<file path="src/rtl/mem_lsu_stage.sv">
`default_nettype none
// =============================================================================
// Module  : mem_lsu_stage
// Brief   : Load/store stage between EX and WB; optional MEM_LSU_TIMEOUT_EN.
// Rev     : 1.0  initial release
// =============================================================================
module mem_lsu_stage #(
    parameter int XLEN           = 32,
    parameter int TIMEOUT_CYCLES = 1024
) (
    input  logic              clk,
    input  logic              reset_n,
    input  logic              in_valid,
    output logic              in_ready,
    input  logic              in_read,
    input  logic              in_write,
    input  logic [2:0]        in_funct3,
    input  logic [XLEN-1:0]   in_addr,
    input  logic [XLEN-1:0]   in_wdata,
    input  logic [4:0]        in_rd,
    input  logic              flush,
    output logic              dmem_read,
    output logic              dmem_write,
    output logic [XLEN-1:0]   dmem_addr,
    output logic [XLEN/8-1:0] dmem_wmask,
    output logic [XLEN-1:0]   dmem_wdata,
    input  logic              dmem_resp,
    input  logic [XLEN-1:0]   dmem_rdata,
    output logic              out_valid,
    output logic [4:0]        out_rd,
    output logic [XLEN-1:0]   out_data,
    output logic [1:0]        out_err
);

    localparam int c_nbytes = XLEN / 8;
    localparam int c_offw   = $clog2(c_nbytes);

    localparam logic [1:0] c_err_ok      = 2'b00;
    localparam logic [1:0] c_err_align   = 2'b01;
    localparam logic [1:0] c_err_width   = 2'b10;
    localparam logic [1:0] c_err_timeout = 2'b11;

    typedef enum logic [1:0] {
        ST_IDLE  = 2'b00,
        ST_BUSY  = 2'b01,
        ST_DRAIN = 2'b10
    } state_t;

    generate
        if ((XLEN != 32 && XLEN != 64) || TIMEOUT_CYCLES < 1) begin : g_param_check
            $error("mem_lsu_stage: unsupported XLEN or TIMEOUT_CYCLES");
        end
    endgenerate

    state_t              r_state;
    logic [c_offw-1:0]   r_off;
    logic [1:0]          r_size;
    logic                r_uns;

    logic                w_accept;
    logic                w_mem;
    logic                w_illegal;
    logic                w_misaligned;
    logic [c_offw-1:0]   w_off;
    logic [3:0]          w_size_m1;
    logic [7:0]          w_mask_base;
    logic [c_nbytes-1:0] w_wmask;
    logic [XLEN-1:0]     w_wdata;
    logic [XLEN-1:0]     w_shift;
    logic [XLEN-1:0]     w_ld_word;
    logic [XLEN-1:0]     w_ld_data;
    logic                w_expire;

    assign in_ready  = (r_state == ST_IDLE);
    assign w_accept  = in_valid & in_ready & ~flush;
    assign w_mem     = in_read | in_write;
    assign w_off     = in_addr[c_offw-1:0];
    assign w_size_m1 = (4'd1 << in_funct3[1:0]) - 4'd1;

    // Doubleword accesses only exist on a 64-bit datapath; stores have no unsigned form.
    assign w_illegal    = (in_funct3 == 3'b111)
                        | (in_write & in_funct3[2])
                        | ((XLEN == 32) & (in_funct3[1:0] == 2'b11));
    assign w_misaligned = |(w_off & w_size_m1[c_offw-1:0]);

    always_comb begin
        w_mask_base = 8'hFF;
        case (in_funct3[1:0])
            2'd0:    w_mask_base = 8'h01;
            2'd1:    w_mask_base = 8'h03;
            2'd2:    w_mask_base = 8'h0F;
            default: w_mask_base = 8'hFF;
        endcase
    end

    assign w_wmask = w_mask_base[c_nbytes-1:0] << w_off;
    assign w_wdata = in_wdata << {w_off, 3'b000};

    assign w_shift = dmem_rdata >> {r_off, 3'b000};

    generate
        if (XLEN > 32) begin : g_word_ext
            assign w_ld_word = {{(XLEN-32){~r_uns & w_shift[31]}}, w_shift[31:0]};
        end else begin : g_word_full
            assign w_ld_word = w_shift;
        end
    endgenerate

    always_comb begin
        w_ld_data = w_shift;
        case (r_size)
            2'd0:    w_ld_data = {{(XLEN-8){~r_uns & w_shift[7]}}, w_shift[7:0]};
            2'd1:    w_ld_data = {{(XLEN-16){~r_uns & w_shift[15]}}, w_shift[15:0]};
            2'd2:    w_ld_data = w_ld_word;
            default: w_ld_data = w_shift;
        endcase
    end

`ifdef MEM_LSU_TIMEOUT_EN
    localparam int c_tw = $clog2(TIMEOUT_CYCLES + 1);
    logic [c_tw-1:0] r_timer;

    // Counts completed BUSY/DRAIN cycles; restarts on entry to either state.
    assign w_expire = (r_timer == c_tw'(TIMEOUT_CYCLES - 1));

    always_ff @(posedge clk or negedge reset_n) begin
        if (!reset_n) begin
            r_timer <= '0;
        end else if (r_state == ST_IDLE || (r_state == ST_BUSY && flush)) begin
            r_timer <= '0;
        end else begin
            r_timer <= r_timer + 1'b1;
        end
    end
`else
    assign w_expire = 1'b0;
`endif

    always_ff @(posedge clk or negedge reset_n) begin
        if (!reset_n) begin
            r_state    <= ST_IDLE;
            r_off      <= '0;
            r_size     <= '0;
            r_uns      <= 1'b0;
            dmem_read  <= 1'b0;
            dmem_write <= 1'b0;
            dmem_addr  <= '0;
            dmem_wmask <= '0;
            dmem_wdata <= '0;
            out_valid  <= 1'b0;
            out_rd     <= '0;
            out_data   <= '0;
            out_err    <= c_err_ok;
        end else begin
            out_valid <= 1'b0;
            case (r_state)
                ST_IDLE: begin
                    if (w_accept) begin
                        out_rd <= in_rd;
                        if (!w_mem) begin
                            out_valid <= 1'b1;
                            out_data  <= in_addr;
                            out_err   <= c_err_ok;
                        end else if (w_illegal) begin
                            out_valid <= 1'b1;
                            out_data  <= in_addr;
                            out_err   <= c_err_width;
                        end else if (w_misaligned) begin
                            out_valid <= 1'b1;
                            out_data  <= in_addr;
                            out_err   <= c_err_align;
                        end else begin
                            r_state    <= ST_BUSY;
                            r_off      <= w_off;
                            r_size     <= in_funct3[1:0];
                            r_uns      <= in_funct3[2];
                            dmem_read  <= in_read;
                            dmem_write <= in_write;
                            dmem_addr  <= {in_addr[XLEN-1:c_offw], {c_offw{1'b0}}};
                            dmem_wmask <= in_write ? w_wmask : '0;
                            dmem_wdata <= in_write ? w_wdata : '0;
                        end
                    end
                end
                ST_BUSY: begin
                    if (flush) begin
                        if (dmem_resp) begin
                            r_state    <= ST_IDLE;
                            dmem_read  <= 1'b0;
                            dmem_write <= 1'b0;
                            dmem_wmask <= '0;
                        end else begin
                            r_state <= ST_DRAIN;
                        end
                    end else if (dmem_resp) begin
                        r_state    <= ST_IDLE;
                        dmem_read  <= 1'b0;
                        dmem_write <= 1'b0;
                        dmem_wmask <= '0;
                        out_valid  <= 1'b1;
                        out_data   <= dmem_read ? w_ld_data : '0;
                        out_err    <= c_err_ok;
                    end else if (w_expire) begin
                        r_state    <= ST_IDLE;
                        dmem_read  <= 1'b0;
                        dmem_write <= 1'b0;
                        dmem_wmask <= '0;
                        out_valid  <= 1'b1;
                        // Aligned base plus the stored offset rebuilds the original address.
                        out_data   <= {dmem_addr[XLEN-1:c_offw], r_off};
                        out_err    <= c_err_timeout;
                    end
                end
                ST_DRAIN: begin
                    if (dmem_resp || w_expire) begin
                        r_state    <= ST_IDLE;
                        dmem_read  <= 1'b0;
                        dmem_write <= 1'b0;
                        dmem_wmask <= '0;
                    end
                end
                default: begin
                    r_state    <= ST_IDLE;
                    dmem_read  <= 1'b0;
                    dmem_write <= 1'b0;
                    dmem_wmask <= '0;
                end
            endcase
        end
    end

endmodule
`default_nettype wire

</file>
<file path="config.mk">
export PLATFORM = sky130hd
export DESIGN_NAME = mem_lsu_stage
export DESIGN_NICKNAME = d
export VERILOG_FILES = /design/src/rtl/mem_lsu_stage.sv
export SDC_FILE = /design/constraint.sdc
export NUM_CORES = 1
export LEC_CHECK = 0
export ABC_AREA = 1
export BUFFER_PORTS_ARGS = -buffer_cell sky130_fd_sc_hd__buf_2
export CAP_MARGIN = 20
export CORE_MARGIN = 2
export CORE_UTILIZATION = 30
export DETAILED_ROUTE_END_ITERATION = 10
export GPL_TIMING_DRIVEN = 0
export HOLD_SLACK_MARGIN = 0.06
export PLACE_DENSITY = 0.54
export SYNTH_ARGS = -nofsm -noshare
export SYNTH_HDL_FRONTEND = slang
export SYNTH_SLANG_ARGS = --single-unit
</file>
<file path="constraint.sdc">
create_clock -name clk -period 1.8 [get_ports clk]
set_input_delay 0 -clock clk [delete_from_list [all_inputs] [get_ports clk]]
set_output_delay 0 -clock clk [all_outputs]
set_load 0.005 [all_outputs]
</file>
==> results.txt, run 1 <==
flops & latches, synth: 115
later-pin clock latency in the skew report: 0.42 ns
CTS tree: yes
Clock Skew: 0.008594 ns
Starting Density: 30.75%
Worst Setup Slack post-DPL: -0.2327 ns
Pwr Density: 1484 nW/µm²
CTS sink count: 115
final hold vios: 0
worst path arrival time: 2.06 ns
Total GRT Usage: 20.73%
first-pass GRT wire length: 35510 µm
initial antenna violation count: 0
share of power burned in registers: 29.5%
Gate Count Post-Synth: 877
Rows: 52
WS Path Type: reg2reg
Die Footprint: 22050 µm²
Post-Syn Area: 6262 µm²
worst-margin pin slew: 0.5475 ns
Sw Ratio: 39.93%
FMAX: 588.3 MHz
CP Buf/Inv Count: 3
crit-path max cell delay: 0.40 ns
Clk pwr share: 25.4%
Die X: 148.5 µm
iteration-0 DRC count of the detailed router: 349
sequential share of the synthesized area: 45.95%
final net count: 1325
clk slew on worst S/H paths: 0.06 ns
Die Y-Extent: 148.5 µm
Max-cap violations: 0
vias in the first global route: 6673
Placed Instance Area: 7729 µm²
DPL Wire Length: 16970 µm
crit path time final: 1.700 ns
final worst path period share: 94.44%
Final Wtd Congestion: 0.8908
Max VDD drop: 0.5779 mV
DRT Wirelength: 22980 µm
WP data required: 2.16 ns
total number of yosys warnings: 0
Slew Limit Fails: 0
CP max stage cell: dfrtp_1
Num CTS Buffers: 17
Critical Path Start Type: flip-flop
Slew HR: 63.18%
CTS Buffer Depth: 2
clock root cell: clkbuf_16
TritonRoute pass-1 iters: 7
status: finished clean
largest net degree at the start of global routing: 63
leakage power: 5.245 nW
delay-heaviest family, CP: buffers and inverters
CTS H-Tree Depth: 4
setup ws final: 0.1001 ns
CORE AREA: 20360 µm²
post-synthesis cell type count: 29
vias per inst: 4.601
internal power: 0.008333 W
Logic pwr share: 45.1%
critical path, cell by cell: inv_2, ha_4, nand3_4, nor2_4, buf_4, buf_4, nand2_1, nand2_1
post-route cell area: 9346 µm²
Min-Delay Path Class: in2reg
share of layout cells above drive strength 1: 26.25%
Vias: 6878
Antenna Nets Post-Route: 0
Crit. End Element: flip-flop
syn_area_per_cell: 7.141 µm²
DR WL/cell: 15.37 µm
GRT overflow: 0
DRC: 0
endpoints failing setup: 0
CP max FO: 10
Sw Pwr: 0.005538 W
I/O pin count: 222
I/O Buffers: 218
P&R area growth vs syn: 49.25%
-- cell usage after synthesis (all sizes together) --
master  count  share of area, %
ha          4              0.80
nor2       34               2.2
buf        39               4.9
dfrtp     115                46
a21oi      21               1.7
nand2     499                30
mux2i       8               1.3
conb        1             0.060
a21boi      1              0.12
inv        26               1.7
o31ai       1              0.12
o21ai      37               3.0
o211ai      5              0.60
clkbuf     11              0.66
nand3      61               5.4
nand4       2              0.20
nor3        1             0.080
o22ai      11               1.1
-- worst reg2reg max path, stage by stage (launching register included) --
cell and delay, ns:
dfrtp_1 0.40, inv_2 0.13, ha_4 0.18, nand3_4 0.13
nor2_4 0.20, buf_4 0.22, buf_4 0.22, nand2_1 0.08
nand2_1 0.08
-- worst paths after layout --
kind / start / endpoint / slack [ns] / cells past startpoint
worst min register to register: dmem_addr[25] / dmem_addr[25] / 0.46 / 2
max in group asynchronous: reset_n / r_state[0] / 0.98 / 3
worst min-delay path: in_wdata[14] / dmem_wdata[22] / 0.08 / 5
worst max register to register: r_state[1] / dmem_write / 0.10 / 8
worst max-delay path: r_state[1] / dmem_write / 0.10 / 8
min in group asynchronous: reset_n / dmem_addr[12] / 0.10 / 2
-- per-layer routing --
| layer | track usage [%] | wire length, µm | part of all wire (%) | vias up |
|---|---|---|---|---|
| li1 | - | - | - | 3425 |
| met1 | 27.00 | 10330 | 45 | 3186 |
| met2 | 34.44 | 10860 | 47 | 241 |
| met3 | 4.571 | 1437 | 6.3 | 26 |
| met4 | 6.476 | 348 | 1.5 | 0 |
| met5 | 0 | 0 | 0 | - |
-- cell families after synthesis --
family          after synthesis  synth area share [%]
compound gates               76                 6.574
fa+ha+maj                     4                0.7992
buf+inv                      76                 7.233
flops                       115                 45.95
mux                           8                 1.279
other cells                   1               0.05988
simple gates                597                 38.10
-- sequential cells by signal, summed over array words and instances, names as in the netlist, 2 cells and up --
register    flops
dmem_wdata     32
out_data       32
dmem_addr      30
out_rd          5
dmem_wmask      4
out_err         2
r_off           2
r_size          2
r_state         2
-- layout make-up --
| class | instances | area [µm²] |
|---|---|---|
| well taps | 270 | 337.8 |
| multi-input cells | 687 | 2990 |
| clock buffers | 18 | 429.2 |
| clock inverters | 14 | 178.9 |
| repair buffers | 313 | 2051 |
| diodes | 2 | 5.005 |
| inverters | 26 | 112.6 |
| flip-flops and latches | 115 | 2879 |
| fillers | 2092 | 11020 |
| plain buffers | 50 | 362.8 |
-- power by group through the flow --
stage,clock [W],combinational (W),sequential [W]
after floorplan,0,0.00344,0.00418
after CTS,0.00362,0.00606,0.00408
after global routing,0.00373,0.00705,0.00421
after global placement,0,0.00571,0.00410
after detailed placement,0,0.00577,0.00409
final,0.00352,0.00626,0.00409
-- metrics by stage --
step | TNS, ns | instances | hold slack, ns | utilization [%] | power, W
after floorplan | 0 | 878 | -0.2956 | - | 0.007620
after global routing | -0.01724 | 1493 | 0.1053 | 45.87 | 0.01499
after CTS | 0 | 1487 | 0.06540 | 45.49 | 0.01377
after detailed placement | -17.29 | 1367 | -0.001275 | 37.95 | 0.009859
after global placement | -115.55 | 1366 | 0.1981 | 37.79 | 0.009813
final | 0 | 1495 | 0.07787 | 45.90 | 0.01387
-- cells in the final DEF (no fill, tap or decap), types with 11 or more instances in the layout --
cell type,count
buf_4,21
nand3_1,57
clkbuf_16,17
o22ai_1,11
buf_6,13
dfrtp_1,114
nor2_1,32
o21ai_0,37
a21oi_1,20
inv_1,17
buf_2,227
nand2_1,493
dlygate4sd3_1,88
-- repair_timing --
item,4_1_cts,5_1_grt
buffers inserted,0,6
setup endpoints to repair,105,103
gates resized for setup,13,11
hold endpoints to repair,225,0
pin swaps,0,2
hold buffers,88,0
No activity file was read; power rests on OpenSTA's default activity.
==> run 2, diff against run 1 <==
Settings changed: PLACE_DENSITY 0.54 to 0.56.
Clock period 1.8 ns to 1.5 ns, I/O delays scaled along.
==> run 2 against run 1 <==
  * The run now ends with setup timing left
  * Total power is 35% higher
  * Cell area is 12% higher
  * Core utilization is 5.4 points higher
  * Largest cell class unchanged
  * Highest routed layer unchanged
==> results.txt, run 2 (synthesized netlist as in run 1, its figures left out) <==
Crit. End Element: flip-flop (unchanged)
CP Buf/Inv Count: 4 (was 3)
Die Footprint: 22050 µm² (unchanged)
leakage power: 5.789 nW (was 5.245 nW)
CP max FO: 6 (was 10)
r2r setup slk: -0.17 ns (was 0.10 ns)
Total GRT Usage: 22.61% (was 20.73%)
clk slew on worst S/H paths: 0.06 ns (about the same)
later-pin clock latency in the skew report: 0.43 ns (was 0.42 ns)
Die Y-Extent: 148.5 µm (unchanged)
endpoints failing setup: 106 (was 0)
CTS tree: yes (unchanged)
commonest non-fill, non-tap cell in the layout: nand2_1 (unchanged)
worst path arrival time: 1.98 ns (was 2.06 ns)
DR WL/cell: 16.38 µm (was 15.37 µm)
largest registers: dmem_wdata (32), out_data (32), dmem_addr (30) (unchanged)
status: finished, violations left (was finished clean)
WS Path Type: reg2reg (unchanged)
final worst path period share: 111.5% (was 94.44%)
Rows: 52 (unchanged)
setup ws final: -0.1718 ns (was 0.1001 ns)
Max VDD drop: 0.8222 mV (was 0.5779 mV)
hold depth: 7 (was 5)
Max-cap violations: 0 (unchanged)
I/O pin count: 222 (unchanged)
final net count: 1363 (was 1325)
iteration-0 DRC count of the detailed router: 433 (was 349)
Critical R2R Capture: out_err[0] (was dmem_write)
Final Wtd Congestion: 0.8973 (was 0.8908)
DRT Wirelength: 25140 µm (was 22980 µm)
vias in the first global route: 7325 (was 6673)
Min-Delay Path Class: in2reg (unchanged)
most frequent cells in the layout: nand2_1 (399), buf_2 (222), dfrtp_1 (114), dlygate4sd3_1 (99), nand2_2 (80) (was nand2_1 (493), buf_2 (227), dfrtp_1 (114), dlygate4sd3_1 (88), nand3_1 (57))
DPL Wire Length: 16900 µm (was 16970 µm)
failing checks: setup timing
Worst Setup Slack post-DPL: -0.3223 ns (was -0.2327 ns)
Final Non-Filler Cells: 1535 (was 1495)
CTS H-Tree Depth: 4 (unchanged)
initial antenna violation count: 2 (was 0)
CTS sink count: 115 (unchanged)
CP max stage cell: dfrtp_2 (was dfrtp_1)
largest net degree at the start of global routing: 77 (was 63)
unrepaired setup endpoints after global routing: true
Starting Density: 30.75% (unchanged)
crit-path max cell delay: 0.44 ns (was 0.40 ns)
Critical path origin: r_state[0] (was r_state[1])
stages on the worst setup path: 11 (was 8)
share of layout cells above drive strength 1: 36.40% (was 26.25%)
CORE AREA: 20360 µm² (unchanged)
Reg2Reg Depth: 11 (was 8)
P&R area growth vs syn: 66.75% (was 49.25%)
I/O Buffers: 218 (unchanged)
delay-heaviest family, CP: buffers and inverters (unchanged)
Slew HR: 54.91% (was 63.18%)
Die X: 148.5 µm (unchanged)
FMAX: 598.2 MHz (was 588.3 MHz)
Critical path destination: out_err[0] (was dmem_write)
most used cell, CP: nand2_4
crit path time final: 1.672 ns (was 1.700 ns)
clock root cell: clkbuf_16 (unchanged)
Clock Skew: 0.01043 ns (was 0.008594 ns)
Pwr Density: 1795 nW/µm² (was 1484 nW/µm²)
DRC: 0 (unchanged)
Num CTS Buffers: 17 (unchanged)
placed insts: 1367 (unchanged)
Slew Limit Fails: 0 (unchanged)
TritonRoute pass-1 iters: 4 (was 7)
critical path, cell by cell: inv_2, ha_4, nand3_4, inv_4, nand2_4, nand2_4, nand2_8, buf_12, buf_8, nand2_2, o21ai_1 (was inv_2, ha_4, nand3_4, nor2_4, buf_4, buf_4, nand2_1, nand2_1)
Critical Path Start Type: flip-flop (unchanged)
Vias: 7236 (was 6878)
first-pass GRT wire length: 38520 µm (was 35510 µm)
GRT overflow: 0 (unchanged)
final hold vios: 0 (unchanged)
vias per inst: 4.714 (was 4.601)
Antenna Nets Post-Route: 0 (unchanged)
worst-margin pin slew: 0.6764 ns (was 0.5475 ns)
r2r startpoint: r_state[0] (was r_state[1])
CTS Buffer Depth: 2 (unchanged)
WP data required: 1.81 ns (was 2.16 ns)
## run 2: changes by cell type in the layout (fill, tap and decap cells not counted), sizes merged
cell and change:
buf +23, clkinvlp +1, bufinv -1, clkinv +1, clkbuf +3, diode +2, dlygate4sd3 +11
## run 2: power by group
group	internal, W	switching [W]	total, W
Combinational	0.00434	0.00534	0.00968
Sequential	0.00430	0.000704	0.00500
Clock	0.00245	0.00162	0.00407
## run 2: routing by layer
layer / vias up / wire (µm) / global-route usage [%]
met2: 310 / 12210 / 37.73
met3: 60 / 1775 / 5.828
met1: 3358 / 10360 / 27.93
li1: 3508 / - / -
met4: 0 / 790 / 9.238
met5: - / 0 / 0
## run 2: worst reg2reg max path, cell delays in order, from the launching register on
cell and delay, ns:
dfrtp_2 0.44, inv_2 0.09, ha_4 0.17, nand3_4 0.12
inv_4 0.09, nand2_4 0.06, nand2_4 0.09, nand2_8 0.11
buf_12 0.16, buf_8 0.12, nand2_2 0.05, o21ai_1 0.06
## run 2: per-stage QoR
step / hold slack, ns / TNS [ns] / instance area, µm² / util (%) / power [W]
after floorplan: -0.2956 / 0 / 6294 / - / 0.009230
after global placement: 0.2004 / -151.44 / 7722 / 37.92 / 0.01188
final: 0.08051 / -11.73 / 10440 / 51.28 / 0.01875
after detailed placement: -0.06298 / -27.71 / 7756 / 38.09 / 0.01195
after CTS: 0.06257 / -9.503 / 10180 / 49.97 / 0.01833
after global routing: 0.1264 / -21.23 / 10440 / 51.24 / 0.02006
## run 2: worst min-delay path by stage
stage	from	to	slack, ns
after floorplan	reset_n	dmem_addr[10]	-0.30
after global placement	in_rd[0]	out_rd[0]	0.20
after detailed placement	reset_n	out_data[13]	-0.06
after CTS	dmem_rdata[12]	out_data[4]	0.06
after global routing	in_write	dmem_wdata[16]	0.13
final	in_funct3[0]	dmem_wmask[1]	0.08
## run 2: repair_timing
action / 4_1_cts / 5_1_grt
hold buffers: 99 / 0
endpoints found under the setup margin: 110 / 110
cloned: 10 / 4
pin swaps: 19 / 37
resized for setup: 133 / 86
hold endpoints to repair: 224 / 0
setup buffers: 23 / 6
## run 2: area by class of cell
cell class | count | area (µm²)
Sequential cell | 115 | 2879
Clock inverter | 15 | 157.7
Tap cell | 270 | 337.8
Fill cell | 2029 | 9922
Antenna cell | 4 | 10.01
Buffer | 47 | 490.5
Timing Repair Buffer | 354 | 2653
Multi-Input combinational cell | 687 | 3364
Clock buffer | 17 | 425.4
Inverter | 26 | 125.1
